[config.mk]
export PLATFORM = sky130hd
export DESIGN_NAME = seg7_scan_driver
export DESIGN_NICKNAME = d
export VERILOG_FILES = /design/src/rtl/seg7_scan_driver_pkg.sv /design/src/rtl/seg7_scan_driver_hex_decode.sv /design/src/rtl/seg7_scan_driver.sv
export SDC_FILE = /design/constraint.sdc
export NUM_CORES = 1
export LEC_CHECK = 0
export CAP_MARGIN = 10
export CELL_PAD_IN_SITES_DETAIL_PLACEMENT = 2
export CELL_PAD_IN_SITES_GLOBAL_PLACEMENT = 2
export CORE_MARGIN = 1.5
export CORE_UTILIZATION = 40
export DETAILED_ROUTE_END_ITERATION = 12
export GPL_TIMING_DRIVEN = 0
export HOLD_SLACK_MARGIN = 0.1
export PLACE_DENSITY = 0.93
export SETUP_SLACK_MARGIN = 0.05
export SLEW_MARGIN = 20
export SYNTH_ARGS = -nofsm -noshare
export SYNTH_HDL_FRONTEND = slang
export SYNTH_SLANG_ARGS = --single-unit
[constraint.sdc]
create_clock -name clk -period 3.54 [get_ports clk]
set_clock_uncertainty 0.1 [all_clocks]
set_input_delay 0.885 -clock clk [delete_from_list [all_inputs] [get_ports clk]]
set_output_delay 0.885 -clock clk [all_outputs]
set_load 0.05 [all_outputs]
[src/rtl/seg7_scan_driver_pkg.sv]
// Shared constants for the multiplexed 7-segment display driver.
// Segment codes are active-low, bit0 = segment a.
package seg7_scan_driver_pkg;

    localparam int NUM_PHASES = 16;

    localparam logic [6:0] SEG_0   = 7'h40;
    localparam logic [6:0] SEG_1   = 7'h79;
    localparam logic [6:0] SEG_2   = 7'h24;
    localparam logic [6:0] SEG_3   = 7'h30;
    localparam logic [6:0] SEG_4   = 7'h19;
    localparam logic [6:0] SEG_5   = 7'h12;
    localparam logic [6:0] SEG_6   = 7'h02;
    localparam logic [6:0] SEG_7   = 7'h78;
    localparam logic [6:0] SEG_8   = 7'h00;
    localparam logic [6:0] SEG_9   = 7'h18;
    localparam logic [6:0] SEG_A   = 7'h08;
    localparam logic [6:0] SEG_B   = 7'h03;
    localparam logic [6:0] SEG_C   = 7'h46;
    localparam logic [6:0] SEG_D   = 7'h21;
    localparam logic [6:0] SEG_E   = 7'h06;
    localparam logic [6:0] SEG_F   = 7'h0E;
    localparam logic [6:0] SEG_OFF = 7'h7F;

endpackage

[src/rtl/seg7_scan_driver_hex_decode.sv]
// Combinational hex nibble to active-low 7-segment code.
// Shapes use lowercase b and d so they differ from 8 and 0.
module seg7_hex_decode
    import seg7_scan_driver_pkg::*;
(
    input  logic [3:0] nib,
    output logic [6:0] code
);

    always_comb begin
        unique case (nib)
            4'h0: code = SEG_0;
            4'h1: code = SEG_1;
            4'h2: code = SEG_2;
            4'h3: code = SEG_3;
            4'h4: code = SEG_4;
            4'h5: code = SEG_5;
            4'h6: code = SEG_6;
            4'h7: code = SEG_7;
            4'h8: code = SEG_8;
            4'h9: code = SEG_9;
            4'hA: code = SEG_A;
            4'hB: code = SEG_B;
            4'hC: code = SEG_C;
            4'hD: code = SEG_D;
            4'hE: code = SEG_E;
            4'hF: code = SEG_F;
        endcase
    end

endmodule

[src/rtl/seg7_scan_driver.sv]
// N-digit time-multiplexed 7-segment driver with frame-aligned capture,
// per-digit enable, decimal points, leading-zero blanking and PWM dimming.
module seg7_scan_driver
    import seg7_scan_driver_pkg::*;
#(
    parameter int N_DIGITS    = 4,
    parameter int PHASE_DIV   = 3125,
    parameter bit SEG_ACT_LOW = 1'b1,
    parameter bit AN_ACT_LOW  = 1'b1
) (
    input  logic                  clk,
    input  logic                  rst_n,
    input  logic [4*N_DIGITS-1:0] value,
    input  logic [N_DIGITS-1:0]   dp_in,
    input  logic [N_DIGITS-1:0]   digit_en,
    input  logic                  blank_lz,
    input  logic [3:0]            brightness,
    input  logic                  load,
    output logic [6:0]            seg,
    output logic                  dp,
    output logic [N_DIGITS-1:0]   an,
    output logic                  frame_done
);

    localparam int DIV_W = (PHASE_DIV > 1) ? $clog2(PHASE_DIV) : 1;
    localparam int IDX_W = (N_DIGITS > 1) ? $clog2(N_DIGITS) : 1;

    localparam logic [DIV_W-1:0] DIV_LAST = DIV_W'(PHASE_DIV - 1);
    localparam logic [IDX_W-1:0] IDX_LAST = IDX_W'(N_DIGITS - 1);
    localparam logic [3:0]       PH_LAST  = 4'(NUM_PHASES - 1);

    localparam logic [6:0]          SEG_IDLE = SEG_ACT_LOW ? 7'h7F : 7'h00;
    localparam logic                DP_IDLE  = SEG_ACT_LOW;
    localparam logic [N_DIGITS-1:0] AN_IDLE  = AN_ACT_LOW ? '1 : '0;

    typedef struct packed {
        logic [4*N_DIGITS-1:0] val;
        logic [N_DIGITS-1:0]   dp;
        logic [N_DIGITS-1:0]   en;
    } disp_t;

    logic [DIV_W-1:0] div_cnt;
    logic [3:0]       phase;
    logic [IDX_W-1:0] idx;

    disp_t pend;
    disp_t shadow;
    disp_t incoming;
    logic  pend_vld;

    logic div_wrap;
    logic ph_wrap;
    logic frame_end;

    assign div_wrap  = (div_cnt == DIV_LAST);
    assign ph_wrap   = div_wrap && (phase == PH_LAST);
    assign frame_end = ph_wrap && (idx == IDX_LAST);

    always_ff @(posedge clk or negedge rst_n) begin
        if (!rst_n) begin
            div_cnt <= '0;
            phase   <= '0;
            idx     <= '0;
        end else if (div_wrap) begin
            div_cnt <= '0;
            phase   <= phase + 4'd1;
            if (ph_wrap)
                idx <= (idx == IDX_LAST) ? '0 : idx + 1'b1;
        end else begin
            div_cnt <= div_cnt + 1'b1;
        end
    end

    assign incoming = '{val: value, dp: dp_in, en: digit_en};

    // A load coinciding with the boundary bypasses pending so it is
    // visible in the frame that starts right now.
    always_ff @(posedge clk or negedge rst_n) begin
        if (!rst_n) begin
            pend     <= '0;
            shadow   <= '0;
            pend_vld <= 1'b0;
        end else begin
            if (load)
                pend <= incoming;
            if (frame_end) begin
                pend_vld <= 1'b0;
                if (load)
                    shadow <= incoming;
                else if (pend_vld)
                    shadow <= pend;
            end else if (load) begin
                pend_vld <= 1'b1;
            end
        end
    end

    logic [N_DIGITS-1:0] lz;

    // Disabled digits count as zero so they do not stop blanking.
    always_comb begin
        logic run;
        lz  = '0;
        run = 1'b1;
        for (int i = N_DIGITS - 1; i > 0; i--) begin
            run   = run & ~|(shadow.val[4*i +: 4] & {4{shadow.en[i]}});
            lz[i] = run;
        end
    end

    logic [3:0] cur_nib;
    logic [6:0] cur_code;
    logic       lit;

    assign cur_nib = shadow.val[{idx, 2'b00} +: 4];

    seg7_hex_decode u_dec (
        .nib  (cur_nib),
        .code (cur_code)
    );

    assign lit = (phase != 4'd0)
              && (phase <= brightness)
              && shadow.en[idx]
              && !(blank_lz && lz[idx]);

    logic [N_DIGITS-1:0] an_on;
    logic [6:0]          seg_al;
    logic                dp_on;

    always_comb begin
        an_on      = '0;
        an_on[idx] = lit;
    end

    assign seg_al = lit ? cur_code : SEG_OFF;
    assign dp_on  = lit && shadow.dp[idx];

    always_ff @(posedge clk or negedge rst_n) begin
        if (!rst_n) begin
            an         <= AN_IDLE;
            seg        <= SEG_IDLE;
            dp         <= DP_IDLE;
            frame_done <= 1'b0;
        end else begin
            an         <= AN_ACT_LOW ? ~an_on : an_on;
            seg        <= SEG_ACT_LOW ? seg_al : ~seg_al;
            dp         <= SEG_ACT_LOW ? ~dp_on : dp_on;
            frame_done <= frame_end;
        end
    end

endmodule

Word level (Yosys, flattened, before mapping)
Memories as Yosys holds them, arrays and structs flattened.
Cells that the tools add are included.
{"block": "classes", "n_addsub": 3, "reduce_logical": 20, "shifts": 1, "bitwise_logic": 8, "n_lt_le_gt_ge": 3, "n_mux": 15, "eq_ne": 3}
{"op": "24-bit two-way mux", "n": 2}
{"op": "4-bit bitwise AND", "n": 4}
{"op": "16-bit by 5-bit indexed part select with 4-bit output", "n": 1}
{"op": "12-bit by 1-bit adder with 12-bit output, second input constant", "n": 1}
{"op": "12-bit == test, second input constant", "n": 1}
{"op": "12-bit two-way mux", "n": 1}
{"op": "4-bit OR reduction", "n": 3}
{"op": "1-bit logical AND", "n": 8}
{"op": "7-bit two-way mux", "n": 1}
{"op": "1-bit binary-select mux with 2-bit select", "n": 3}
{"op": "1-bit two-way mux", "n": 6}
{"op": "4-bit by 1-bit adder with 4-bit output, second input constant", "n": 1}
{"op": "4-bit == test, second input constant", "n": 1}
{"op": "4-bit less-or-equal comparator", "n": 1}
{"op": "1-bit zero test", "n": 4}
{"op": "4-bit NOT", "n": 1}
{"op": "2-bit AND reduction", "n": 2}
{"op": "2-bit nonzero test", "n": 2}
{"op": "4-bit nonzero test", "n": 1}
{"op": "2-bit by 3-bit less-than comparator with 1-bit output, second input constant", "n": 1}
{"op": "2-bit by 1-bit adder with 2-bit output, second input constant", "n": 1}
{"op": "1-bit bitwise AND", "n": 2}
{"op": "1-bit demux with 2-bit select", "n": 1}
{"op": "2-bit == test, second input constant", "n": 1}
{"op": "other kinds (3)", "n": 3}
{"block": "totals", "regBits": 80, "wordCells": 68, "mem_bits_ro": 112, "in_bits": 32, "output_inout_bits": 13, "n_memories": 1}
{"name": "(no name shown)", "depth": 16, "word_bits": 7, "rd": 1, "rd_ports_with_merged_regs": 0, "wr": 0, "line_no": "seg7_scan_driver_hex_decode.sv:11", "text": "unique case (nib)"}

Logic depth before layout (Yosys ltp)
{"block": "logic_depth", "ltp_word": 12, "depth_mapped": 8, "ltp_nobuf": 7}

By module
Synthesis repeated with hierarchy kept, for this count alone.
{"block": "hier_totals", "cells_unflattened": 282, "hier_area_um2": 3817.4}
{"mod": "seg7_scan_driver", "cells_each": 247, "n_inst": 1, "seq_area_each_um2": 2016.9, "area_per_inst_um2": 3558.4}
{"mod": "seg7_hex_decode", "cells_each": 35, "n_inst": 1, "seq_area_each_um2": 0.0, "area_per_inst_um2": 259.0}

Worst setup path before layout
No wires, ideal clock.
{"block": "synth_path", "kind": "input to register", "from": "in brightness[1]", "to": "reg seg[5]", "t_arrival_ps": 2165, "required_ps": 3339, "path_buffers": 1, "setup_ps": 101, "stages": 8, "setup_slack_ps": 1174, "cell_sequence": "inv_1 ha_1 nor2b_1 o21ai_0 a21oi_1 a311oi_1 buf_2 o311ai_0"}
{"block": "synth_between", "elab_chain_len": 5}
{"item": "from (decl)", "line_no": "seg7_scan_driver.sv:17", "text": "input logic [3:0] brightness,"}
{"item": "4-bit less-or-equal comparator", "line_no": "seg7_scan_driver.sv:123", "text": "&& (phase <= brightness)"}
{"item": "1-bit logical AND", "line_no": "seg7_scan_driver.sv:123"}
{"item": "1-bit logical AND", "line_no": "seg7_scan_driver.sv:124", "text": "&& shadow.en[idx]"}
{"item": "1-bit logical AND", "line_no": "seg7_scan_driver.sv:125", "text": "&& !(blank_lz && lz[idx]);"}
{"item": "7-bit two-way mux", "line_no": "seg7_scan_driver.sv:136", "text": "assign seg_al = lit ? cur_code : SEG_OFF;"}
{"item": "net seg_al[5]", "line_no": "seg7_scan_driver.sv:128", "text": "logic [6:0] seg_al;"}
{"item": "to (signal assigned)", "line_no": "seg7_scan_driver.sv:147", "text": "seg <= SEG_ACT_LOW ? seg_al : ~seg_al;"}
{"item": "to (decl)", "line_no": "seg7_scan_driver.sv:19", "text": "output logic [6:0] seg,"}
The timed path passes the listed nets, and every way through them passes these cells.
A chain may end at the register's enable or synchronous reset.

Worst setup path in the final report
Same ends and word-level chain as after synthesis.

==> impl_metrics.json <==
{
  "cts_htree_levels": 3,
  "r2r_cells": 7,
  "worstPathCellList": "clkdlybuf4s50_1 > inv_1 > ha_1 > nor2b_1 > o21ai_0 > a21oi_1 > a311oi_1 > buf_2 > o311ai_0",
  "grt_pass1_vias": 2780,
  "cp_slowest_cell": "clkdlybuf4s50_1",
  "pwr_density_cell_nw_per_um2": 417,
  "area_growth_pct": 21.8,
  "setup_viol": 0,
  "final_util": 0.510,
  "vias": 2374,
  "drc_errors": 4,
  "worst-slew-pin-transition_ns": 0.562,
  "synth-edff-count": 0,
  "postSynthRegisterBits": 80,
  "track_usage": 0.212,
  "drtIter0Drc": 61,
  "cts_hold_buf": 0,
  "r2r_start": "idx[0]$_DFFE_PN0P_",
  "clockBufferDepth": 2,
  "final_net_count": 382,
  "cp_max_fo": 10,
  "clk_pin_slew_ns": 0.09,
  "ctsResizeCount": 0,
  "hold_viol": 0,
  "grt_setup_unrepaired": "no",
  "synth_top_area_cell": "dfrtp_1",
  "drt-pass1-iter-count": 8,
  "crit_cells": 9,
  "post_cts_buffers": 0,
  "reg2reg_slack_ns": 1.03,
  "status": "finished, violations left",
  "cap_violations": 0,
  "synth.most_common_cell": "dfrtp_1",
  "clock_sinks": 80,
  "cts_buffers": 9,
  "antenna_found_initial": 0,
  "synth_fp_nets": 327,
  "synth.top_cell.area_share": 0.462,
  "core_area_um2": 8810,
  "synth_area_leaders": "dfrtp_1 46%, mux2_2 15%, dfstp_2 8.6%",
  "ant_nets": 0,
  "arrival_ns": 2.88,
  "fmaxAchievable_mhz": 367,
  "clk_latency_ns": 0.35,
  "hold_class": "in2async",
  "dp_hpwl_mm": 6.78,
  "die_h_um": 98.9,
  "path_class": "in2reg",
  "ys_top_cells_by_count": "68 x dfrtp_1, 49 x mux2_2, 21 x nor2_1",
  "dpl-instance-area_um2": 4270,
  "avgSynthCellArea_um2": 13.2,
  "routed_wl_mm": 9.29,
  "finalCritPeriodShare": 0.771,
  "avgViaCountPerCell": 5.32,
  "slew_violations": 0,
  "dieArea_um2": 9790,
  "crit_buf_inv": 3,
  "drive_gt1_frac": 0.266,
  "wl_per_cell_um": 20.8,
  "io_pins": 45,
  "synth_ff_type": "dfrtp_1",
  "syn_area_um2": 3680,
  "grt_max_degree": 44,
  "fin_area_um2": 4490,
  "p_leak_nw": 1.96,
  "grt_pass1_wl_mm": 15.5,
  "violations": "DRC",
  "crit_family": "compound AO/OA/AOI/OAI gates",
  "synthArstFlopShare": 1.00,
  "required_ns": 3.70,
  "antenna_cells": 0,
  "syn-instance-count": 278,
  "grt_overflow": 0,
  "r2r-end": "seg[3]$_DFF_PN1_",
  "cts_tree": "built",
  "vdd_ir_drop_max_mv": 0.196,
  "io_buffers": 43,
  "worstSetupStartpointType": "input pin",
  "die_w_um": 98.9,
  "yosysWarnings": 0,
  "maxSlewHeadroom": 0.625,
  "initial_core_util": 0.418,
  "crit_path_end_kind": "register",
  "max_stage_delay_ns": 0.45,
  "gp_congestion": 0.766,
  "root_buffer": "clkbuf_8",
  "min_period_ns": 2.73,
  "synth-seq-area-share": 0.548,
  "std_cell_rows": 34,
  "ys_types": 38
}
cell type report:
cell class | instances | area [µm²]
Tap cell | 108 | 135
Inverter | 14 | 52.6
Multi-Input combinational cell | 173 | 1540
Sequential cell | 80 | 2020
Clock inverter | 5 | 80.1
Buffer | 11 | 75.1
Timing Repair Buffer | 44 | 448
Clock buffer | 11 | 141
Fill cell | 843 | 4320
cell families after synthesis:
| group | share of synthesized area |
|---|---|
| flip-flops | 0.548 |
| AND/OR/NAND/NOR | 0.0921 |
| multiplexers | 0.202 |
| buffers and inverters | 0.0347 |
| adder cells (fa/ha/maj) | 0.0578 |
| AO/OA/AOI/OAI | 0.0347 |
| XOR/XNOR | 0.0309 |
cell usage in the layout (no fill, tap or decap), types with 3 or more instances in the layout:
cell type | netlist | layout
o311ai_0 | 3 | 3
dfrtp_1 | 68 | 68
clkbuf_1 | 4 | 5
mux4_1 | 4 | 4
nand2_1 | 19 | 19
ha_1 | 17 | 17
buf_2 | 3 | 3
o21ai_0 | 4 | 4
nand3_1 | 5 | 5
nor2_1 | 21 | 21
xor2_1 | 4 | 4
buf_6 | 4 | 4
clkbuf_8 | 0 | 10
mux2_2 | 49 | 49
xnor2_1 | 9 | 9
inv_1 | 14 | 14
nand4_1 | 8 | 8
clkdlybuf4s50_1 | 0 | 42
nor2b_1 | 3 | 3
dfstp_2 | 12 | 12
state kept, by name, indices dropped and copies added, names as in the netlist:
name	count
an	4
div_cnt	12
dp	1
frame_done	1
idx	2
pend	24
pend_vld	1
phase	4
seg	7
shadow	24
report_power, final:
| part | internal (mW) | total, mW | switching, mW |
|---|---|---|---|
| clock network | 0.416 | 0.760 | 0.344 |
| registers | 0.951 | 0.968 | 0.0171 |
| logic | 0.0778 | 0.143 | 0.0655 |
layer usage:
| layer | part of all wire | global-route usage | routed length (µm) | vias up |
|---|---|---|---|---|
| met2 | 0.53 | 0.371 | 4880 | 44 |
| met4 | 0.023 | 0.0802 | 217 | 0 |
| met1 | 0.43 | 0.265 | 3990 | 1228 |
| met3 | 0.022 | 0.0348 | 207 | 16 |
| met5 | 0 | 0 | 0 | - |
| li1 | - | - | - | 1086 |
worst max-delay path by stage:
stage | start | slack, ns | to
floorplan | brightness[1] | 1.17 | seg[5]$_DFF_PN1_
global placement | rst_n | -1.24 | phase[1]$_DFFE_PN0N_
detailed placement | brightness[1] | 0.40 | seg[5]$_DFF_PN1_
CTS | brightness[1] | 0.78 | seg[5]$_DFF_PN1_
global route | brightness[1] | 0.66 | seg[5]$_DFF_PN1_
finish | brightness[1] | 0.81 | seg[5]$_DFF_PN1_
through the flow:
stage | power [mW] | setup TNS (ns) | setup WS (ns) | std cells | hold slack (ns)
after floorplan | 1.05 | 0 | 1.17 | 278 | 0.368
after global placement | 1.12 | -87.80 | -1.24 | 429 | 0.380
after detailed placement | 1.13 | 0 | 0.403 | 430 | 0.382
after CTS | 1.89 | 0 | 0.780 | 446 | 0.399
after global routing | 1.95 | 0 | 0.658 | 446 | 0.405
final | 1.87 | 0 | 0.812 | 446 | 0.388
(Power assumes the default switching activity.)
